$ cat src/rtl/scrambler_pkg.sv
// Shared types and constants for the keystream XOR stage and its output FIFO.
package scrambler_pkg;

    // Payload and keystream width, tied to the poly-select mux output.
    localparam int DATA_W = 16;

    // Output FIFO depth.
    localparam int FIFO_DEPTH = 2;

    // Framing state: waiting for a first word, or inside a multi-word frame.
    typedef enum logic [0:0] {
        ST_IDLE  = 1'b0,
        ST_FRAME = 1'b1
    } scr_state_e;

    // One FIFO slot: scrambled word plus its end-of-frame marker.
    typedef struct packed {
        logic [DATA_W-1:0] data;
        logic              last;
    } fifo_entry_t;

endpackage

$ cat src/rtl/scr_out_fifo2.sv
// Two-entry output FIFO. The head slot drives the outputs straight from a
// register, and the push-permission flag is also registered, so nothing on the
// downstream ready path reaches the upstream ready.
module scr_out_fifo2
    import scrambler_pkg::*;
(
    input  logic              clk,
    input  logic              rst,
    input  logic              push,
    input  logic [DATA_W-1:0] push_data,
    input  logic              push_last,
    input  logic              pop,
    output logic [DATA_W-1:0] head_data,
    output logic              head_last,
    output logic              head_valid,
    output logic              can_push
);

    fifo_entry_t head_r;
    fifo_entry_t tail_r;
    fifo_entry_t push_entry_s;
    logic [1:0]  count_r;
    logic [1:0]  count_next_s;
    logic        can_push_r;
    logic        full_s;
    logic        empty_s;
    logic        pop_eff_s;
    logic        push_eff_s;

    assign full_s  = (count_r == 2'd2);
    assign empty_s = (count_r == 2'd0);

    // Qualify push/pop against occupancy and compute the next occupancy.
    always_comb begin
        push_entry_s      = '{data: push_data, last: push_last};
        pop_eff_s         = pop && !empty_s;
        push_eff_s        = push && (!full_s || pop_eff_s);
        count_next_s      = count_r;
        case ({push_eff_s, pop_eff_s})
            2'b10:   count_next_s = count_r + 2'd1;
            2'b01:   count_next_s = count_r - 2'd1;
            default: count_next_s = count_r;
        endcase
    end

    // Occupancy counter and the registered "room available" flag; the flag is
    // held low throughout reset and rises on the first edge after release.
    always_ff @(posedge clk or posedge rst) begin
        if (rst) begin
            count_r    <= 2'd0;
            can_push_r <= 1'b0;
        end else begin
            count_r    <= count_next_s;
            can_push_r <= (count_next_s != 2'd2);
        end
    end

    // Slot storage: the head always holds the oldest entry; a pop from a full
    // FIFO shifts the tail forward, and a simultaneous push refills behind it.
    always_ff @(posedge clk or posedge rst) begin
        if (rst) begin
            head_r <= '{data: {DATA_W{1'b0}}, last: 1'b0};
            tail_r <= '{data: {DATA_W{1'b0}}, last: 1'b0};
        end else if (pop_eff_s) begin
            if (count_r == 2'd2) begin
                head_r <= tail_r;
                if (push_eff_s) begin
                    tail_r <= push_entry_s;
                end
            end else if (push_eff_s) begin
                head_r <= push_entry_s;
            end
        end else if (push_eff_s) begin
            if (empty_s) begin
                head_r <= push_entry_s;
            end else begin
                tail_r <= push_entry_s;
            end
        end
    end

    assign head_data  = head_r.data;
    assign head_last  = head_r.last;
    assign head_valid = !empty_s;
    assign can_push   = can_push_r;

endmodule

$ cat src/rtl/scramble_xor_stage.sv
// Keystream XOR stage: XORs each accepted payload word with the current key,
// strobes key_adv so the upstream selector steps, frames the traffic with a
// maximum-length guard and buffers results in a 2-entry output FIFO.
module scramble_xor_stage #(
    parameter int DATA_W    = 16,
    parameter int MAX_WORDS = 1024,
    parameter int CNT_W     = 16
) (
    input  logic              clk,
    input  logic              rst,
    input  logic              in_valid,
    output logic              in_ready,
    input  logic [DATA_W-1:0] in_data,
    input  logic              in_last,
    input  logic              bypass,
    input  logic [DATA_W-1:0] key_in,
    output logic              key_adv,
    output logic              out_valid,
    input  logic              out_ready,
    output logic [DATA_W-1:0] out_data,
    output logic              out_last,
    output logic [CNT_W-1:0]  word_cnt,
    output logic [7:0]        frame_cnt,
    output logic              len_err
);

    import scrambler_pkg::*;

    localparam logic [CNT_W-1:0] MAX_CNT = CNT_W'(MAX_WORDS);

    scr_state_e        state_r;
    scr_state_e        state_next_s;
    logic              bypass_q_r;
    logic [CNT_W-1:0]  word_cnt_r;
    logic [CNT_W-1:0]  word_cnt_next_s;
    logic [7:0]        frame_cnt_r;
    logic              len_err_r;
    logic              accept_s;
    logic              first_word_s;
    logic              last_eff_s;
    logic              forced_last_s;
    logic              frame_bypass_s;
    logic [DATA_W-1:0] push_data_s;
    logic              fifo_can_push_s;
    logic              fifo_head_valid_s;
    logic              pop_s;

    assign accept_s = in_valid && fifo_can_push_s;
    assign pop_s    = fifo_head_valid_s && out_ready;

    // Framing state register.
    always_ff @(posedge clk or posedge rst) begin
        if (rst) begin
            state_r <= ST_IDLE;
        end else begin
            state_r <= state_next_s;
        end
    end

    // Next-state, effective last, bypass selection and scrambled payload.
    always_comb begin
        state_next_s    = state_r;
        first_word_s    = (state_r == ST_IDLE);
        word_cnt_next_s = first_word_s ? CNT_W'(1) : (word_cnt_r + CNT_W'(1));
        last_eff_s      = in_last || (word_cnt_next_s == MAX_CNT);
        forced_last_s   = accept_s && last_eff_s && !in_last;
        frame_bypass_s  = first_word_s ? bypass : bypass_q_r;
        push_data_s     = frame_bypass_s ? in_data : (in_data ^ key_in);
        case (state_r)
            ST_IDLE: begin
                if (accept_s && !last_eff_s) begin
                    state_next_s = ST_FRAME;
                end else begin
                    state_next_s = ST_IDLE;
                end
            end
            ST_FRAME: begin
                if (accept_s && last_eff_s) begin
                    state_next_s = ST_IDLE;
                end else begin
                    state_next_s = ST_FRAME;
                end
            end
            default: state_next_s = ST_IDLE;
        endcase
    end

    // Per-frame bookkeeping: bypass latched on the first word, word counter
    // held after frame end, completed-frame counter and sticky length error.
    always_ff @(posedge clk or posedge rst) begin
        if (rst) begin
            bypass_q_r  <= 1'b0;
            word_cnt_r  <= {CNT_W{1'b0}};
            frame_cnt_r <= 8'd0;
            len_err_r   <= 1'b0;
        end else if (accept_s) begin
            word_cnt_r <= word_cnt_next_s;
            if (first_word_s) begin
                bypass_q_r <= bypass;
            end
            if (last_eff_s) begin
                frame_cnt_r <= frame_cnt_r + 8'd1;
            end
            if (forced_last_s) begin
                len_err_r <= 1'b1;
            end
        end
    end

    scr_out_fifo2 u_fifo (
        .clk        (clk),
        .rst        (rst),
        .push       (accept_s),
        .push_data  (push_data_s),
        .push_last  (last_eff_s),
        .pop        (pop_s),
        .head_data  (out_data),
        .head_last  (out_last),
        .head_valid (fifo_head_valid_s),
        .can_push   (fifo_can_push_s)
    );

    // The key is consumed exactly when a word is accepted, bypass or not.
    assign key_adv   = accept_s;
    assign in_ready  = fifo_can_push_s;
    assign out_valid = fifo_head_valid_s;
    assign word_cnt  = word_cnt_r;
    assign frame_cnt = frame_cnt_r;
    assign len_err   = len_err_r;

endmodule

$ cat config.mk
export PLATFORM = sky130hd
export DESIGN_NAME = scramble_xor_stage
export DESIGN_NICKNAME = d
export VERILOG_FILES = /design/src/rtl/scrambler_pkg.sv /design/src/rtl/scr_out_fifo2.sv /design/src/rtl/scramble_xor_stage.sv
export SDC_FILE = /design/constraint.sdc
export NUM_CORES = 1
export LEC_CHECK = 0
export CELL_PAD_IN_SITES_DETAIL_PLACEMENT = 1
export CELL_PAD_IN_SITES_GLOBAL_PLACEMENT = 2
export CORE_ASPECT_RATIO = 1.4
export CORE_MARGIN = 5
export CORE_UTILIZATION = 26
export DETAILED_ROUTE_END_ITERATION = 16
export PLACE_DENSITY_LB_ADDON = 0.1
export SKIP_CTS_REPAIR_TIMING = 1
export SYNTH_ARGS = -nofsm -noshare
export SYNTH_HDL_FRONTEND = slang
export SYNTH_SLANG_ARGS = --single-unit
$ cat constraint.sdc
create_clock -name clk -period 2.6 [get_ports clk]
set_input_delay 0.52 -clock clk [delete_from_list [all_inputs] [get_ports clk]]
set_output_delay 0.52 -clock clk [all_outputs]
set_load 0.01 [all_outputs]
Word level (Yosys, flattened, before mapping)
Index checks and enable logic that the tools add are counted.
Storage, ports and cells
  flip-flop bits (word level): 64
  bits of input ports: 38
  output and inout bits: 45
  word-level logic and storage cells: 62
Cells by class
  add/subtract/negate cells: 4
  equality and inequality tests: 8
  mux-type cells: 16
  bitwise logic cells: 2
  reduce and logical (&&, ||, !) cells: 21
Operators with widths (number)
  $mux 17: 9
  $mux 16: 2
  $add 16x1->16 const B: 1
  $eq 16x11->1 const B: 1
  $xor 16x16->16: 1
  $add 8x1->8 const B: 1
  $logic_and 1x1->1: 7
  $ne 2x2->1 const B: 3
  $reduce_bool 2->1: 3
  $eq 2x2->1 const B: 2
  $logic_not 1->1: 4
  $pmux 2 s2: 1
  $reduce_and 2->1: 2
  $reduce_and 4->1: 1
  $mux 1: 3
  $reduce_and 3->1: 1
  $add 2x1->2 const B: 1
  $eq 2x1->1 const B: 1
  $logic_not 2->1: 1
  $logic_or 1x1->1: 2
  $ne 2x1->1 const B: 1
  $pmux 1 s2: 1
  $sub 2x1->2 const B: 1
  $not 1->1: 1

Depth between registers and ports, before layout
  word-level depth: 9
  mapped depth: 11
  depth with buffers taken out: 8

Modules after synthesis
Synthesis repeated with hierarchy kept, for this count alone.
Second synthesis, totals
  cell total of the unflattened synthesis: 437
  area total of the unflattened synthesis: 4033.9 µm²
Modules (own cells, without submodules)
  scr_out_fifo2: times used 1, cells each 219, area an instance 2203.4 µm², sequential area each 925.9 µm²
  scramble_xor_stage: times used 1, cells each 218, area an instance 1830.5 µm², sequential area each 675.6 µm²

Worst setup path after synthesis
Ideal clock, no wire load.
  kind: register to register
  from: reg word_cnt_r[0], in the netlist word_cnt[0]
  to: reg frame_cnt_r[5], in the netlist frame_cnt[5]
  setup time: 0.126 ns
  arrival time: 2.334 ns
  required time: 2.474 ns
  setup slack: 0.140 ns
  cell stages (with the launch flop): 9
  buffers on the path: 0
  period minus slack after synthesis: 2.460 ns
  cells stage by stage: dfrtp_1 -> ha_1 -> and4_1 -> nand4_1 -> xnor2_1 -> o31ai_1 -> a41oi_1 -> or4_4 -> xnor2_2
Between the ends
  word-level cells in the longest chain between the ends: 5
Ends and longest elaborated chain
  start: declaration: RTL line scramble_xor_stage.sv:34  | logic [CNT_W-1:0] word_cnt_r;
  start signal: assignment: RTL line scramble_xor_stage.sv:93  | word_cnt_r <= {CNT_W{1'b0}};
  start signal: assignment: RTL line scramble_xor_stage.sv:97  | word_cnt_r <= word_cnt_next_s;
  $add 16x1->16: RTL line scramble_xor_stage.sv:64  | word_cnt_next_s = first_word_s ? CNT_W'(1) : (word_cnt_r + CNT_W'(1));
  $mux 16: RTL line scramble_xor_stage.sv:64
  $eq 16x11->1: RTL line scramble_xor_stage.sv:65  | last_eff_s = in_last || (word_cnt_next_s == MAX_CNT);
  $logic_or 1x1->1: RTL line scramble_xor_stage.sv:65
  $reduce_and 2->1 (no line)
  end signal: assignment: RTL line scramble_xor_stage.sv:102  | frame_cnt_r <= frame_cnt_r + 8'd1;
  end: declaration: RTL line scramble_xor_stage.sv:36  | logic [7:0] frame_cnt_r;
Every way passes these cells.
A chain may end at the register's enable or synchronous reset.

Final worst setup path
Ends and elaborated chain as after synthesis.

==> metrics.md <==
| Metric | Value |
|---|---|
| Cell count after placement | `616` |
| Vias | `3,052` |
| Post-detailed-placement half-perimeter wirelength | `7150 um` |
| Vias in the first global route | `3,238` |
| Number of fill cells | `1,506` |
| Arrival time at the worst endpoint | `2.73 ns` |
| Areal power density over the cells | `941 nW/um2` |
| Worst setup skew after layout | `0.00507 ns` |
| Depth of the worst hold-timing path | `1` |
| Count of synthesis-stage warnings from yosys | `0` |
| Global-route wire length before repair | `16,400 um` |
| Depth of the worst register-to-register path | `8` |
| Final wirelength | `10,100 um` |
| Global route total overflow | `0` |
| Cell count after synthesis | `388` |
| Comb power frac | `40.0%` |
| Starting density of the core | `26.5%` |
| Fin util | `37.4%` |
| DRT antenna net count | `0` |
| Source-to-sink clock delay at the later pin of the worst-skew pair | `0.32 ns` |
| Total die area | `15,500 um2` |
| Clock tree from TritonCTS | `built` |
| Most instantiated flip-flop cell in the synthesis netlist | `sky130_fd_sc_hd__dfrtp_1` |
| Synth Net Count | `429` |
| Maximum fanout count along the critical path | `4` |
| Classification of the worst-slack hold path | `reg2reg` |
| Final count of hold timing violations | `0` |
| Outcome | `completed` |
| Worst-case vdd ir drop | `0.000340 V` |
| Leakage Power | `0.00209 uW` |
| Type of element capturing the critical path | `flop` |
| Proportion of layout cells with a drive suffix above 1 | `11.9%` |
| DRC | `0` |
| Final cell count without fillers | `632` |
| Upper clock frequency limit | `397 MHz` |
| Core area | `12,800 um2` |
| Net switching power | `1600 uW` |
| Clock network fraction of design power | `24.7%` |
| CP required | `2.81 ns` |
| Area of all sequential standard cells | `1600 um2` |
| Starting DRC count in detailed routing | `76` |
| Share of synthesized registers carrying an async set or reset | `100%` |
| Final-report max-slew violation count | `0` |
| Number of detailed-route iterations in the first pass | `4` |
| Cell area after placement | `4490 um2` |
| Syn Area/Cell | `8.75 um2` |
| Row count | `49` |
| Post-Synthesis Cell Area | `3400 um2` |
| Post-detailed-route wirelength per cell | `15.9 um` |
| Finish-stage setup viols | `0` |
| Area used by multi-input combinational logic | `1690 um2` |
| Worst slew pin tran | `0.422 ns` |
| Launching element type of the critical path | `flop` |
| I/O pin cnt | `83` |
| Classification of the worst setup path | `reg2reg` |
| Number of antenna cells inserted | `0` |
| Maximum number of pins on one net before global-route repair | `65` |
| Maximum clock path buffer count | `2` |
| Area added between synthesis and finish | `41.2%` |
| Total GRT Usage | `13.3%` |
| Number of buffers inserted during clock tree synthesis | `9` |
| CTS Root Cell | `sky130_fd_sc_hd__clkbuf_16` |
| Number of nets in the finished design | `516` |
| Post-route standard cell area excluding fillers | `4790 um2` |
| Shortest period the worst path allows | `2.52 ns` |
| Final critical-path share of the clock period | `96.9%` |
| Number of enable-type register cells in the synthesized netlist | `0` |
| Horizontal die dimension | `107 um` |
| Floorplan die height | `145 um` |
| Clock sink total | `64` |
| WHS | `0.473 ns` |
| Slew margin rel. | `71.9%` |
| Seq pwr share | `35.4%` |
| Post-synthesis cell type count | `45` |
| Number of antenna violations at the first check in global routing | `0` |
| Flip-flop and latch count after synthesis | `64` |
| Number of maximum-capacitance constraint violations | `0` |
| Internal power | `2910 uW` |
| Clock transition at the registers of the reported paths | `0.05 ns` |
| Avg Vias per Cell | `4.83` |
| Port Buffer Count | `82` |
| Sequential area share after synthesis | `47.2%` |
| Number of H-tree levels | `3` |
| Final weighted congestion in routability-driven placement | `0.745` |
| Net switching share of the total power | `35.4%` |
[registers in the layout, summed over array words and instances, names as in the netlist, named ones only]
register	count
u_fifo.tail_r	17
u_fifo.head_data	16
word_cnt	16
frame_cnt	8
u_fifo.count_r	2
bypass_q_r	1
len_err	1
u_fifo.can_push	1
u_fifo.head_last	1
[critical path, cell delays in order (launching register included)]
cell,delay (ns)
sky130_fd_sc_hd__dfrtp_1,0.35
sky130_fd_sc_hd__ha_2,0.21
sky130_fd_sc_hd__and4_4,0.25
sky130_fd_sc_hd__nand4_1,0.18
sky130_fd_sc_hd__xnor2_1,0.20
sky130_fd_sc_hd__o31ai_1,0.26
sky130_fd_sc_hd__a41oi_2,0.23
sky130_fd_sc_hd__or4_4,0.57
sky130_fd_sc_hd__xnor2_2,0.14
[power groups by stage]
stage	Sequential, uW	Clock, uW	Combinational [uW]
after global placement	1600	0	1790
after floorplan	1650	0	927
after CTS	1600	1160	1840
after detailed placement	1620	0	1830
after global routing	1650	1200	2030
final	1600	1110	1800
[through the flow]
step / worst slack [ns] / TNS (ns) / total power (uW)
after global routing: -0.000803 / -0.000803 / 4870
after floorplan: 0.140 / 0 / 2580
after CTS: -0.0162 / -0.0162 / 4600
after detailed placement: -0.00517 / -0.00517 / 3450
after global placement: 0.0793 / 0 / 3390
final: 0.0818 / 0 / 4510
[Yosys cell counts, types with 6 or more instances]
library cell	n	share of area [%]
sky130_fd_sc_hd__nand2_1	77	8.5
sky130_fd_sc_hd__dfrtp_1	64	47
sky130_fd_sc_hd__o21ai_0	45	6.6
sky130_fd_sc_hd__nor2_1	30	3.3
sky130_fd_sc_hd__xor2_1	25	6.4
sky130_fd_sc_hd__a21oi_1	21	3.1
sky130_fd_sc_hd__clkbuf_1	21	2.3
sky130_fd_sc_hd__nand3_1	13	1.9
sky130_fd_sc_hd__nor3_1	11	1.6
sky130_fd_sc_hd__a22o_1	10	2.6
sky130_fd_sc_hd__buf_2	7	1.0
sky130_fd_sc_hd__a21o_1	6	1.3
[cell usage in the layout, fill, tap and decap left out, drive strengths merged, types with 11 or more instances in the layout]
cell           instances
dfrtp                 64
o21ai                 46
clkbuf                12
nand2                 77
nor2                  30
nor3                  11
clkdlybuf4s50         82
nand3                 14
xor2                  25
buf                   23
a21oi                 21
[routing by layer]
metal / GRT usage [%] / vias to the layer above / routed length, um
met5: 0 / - / 0
met4: 4.22 / 0 / 126
met3: 3.29 / 7 / 392
met2: 24.2 / 56 / 5320
met1: 14.9 / 1495 / 4230
li1: - / 1494 / -
[area by class of cell]
cell class | instances | area share [%]
multi-input cells | 290 | 35.2
flip-flops and latches | 64 | 33.4
repair buffers | 105 | 21.2
clock buffers | 12 | 5.35
well taps | 153 | 3.99
inverters | 5 | 0.391
clock inverters | 3 | 0.365
[final timing paths]
kind,from,end,slack (ns)
max,word_cnt[0],frame_cnt[5],0.08
min,frame_cnt[7],frame_cnt[7],0.47
max reg2reg,word_cnt[0],frame_cnt[5],0.08
min reg2reg,frame_cnt[7],frame_cnt[7],0.47
max in group asynchronous,rst,word_cnt[6],1.69
min in group asynchronous,rst,frame_cnt[3],0.60
[kinds of logic after synthesis]
kind of cell | synth area share, %
AND/OR/NAND/NOR | 20.6
flip-flops | 47.2
adder cells (fa/ha/maj) | 1.11
XOR/XNOR | 7.96
AO/OA/AOI/OAI | 16.6
buffers and inverters | 4.02
multiplexers | 2.54
Power figures use the tool's default switching activity.
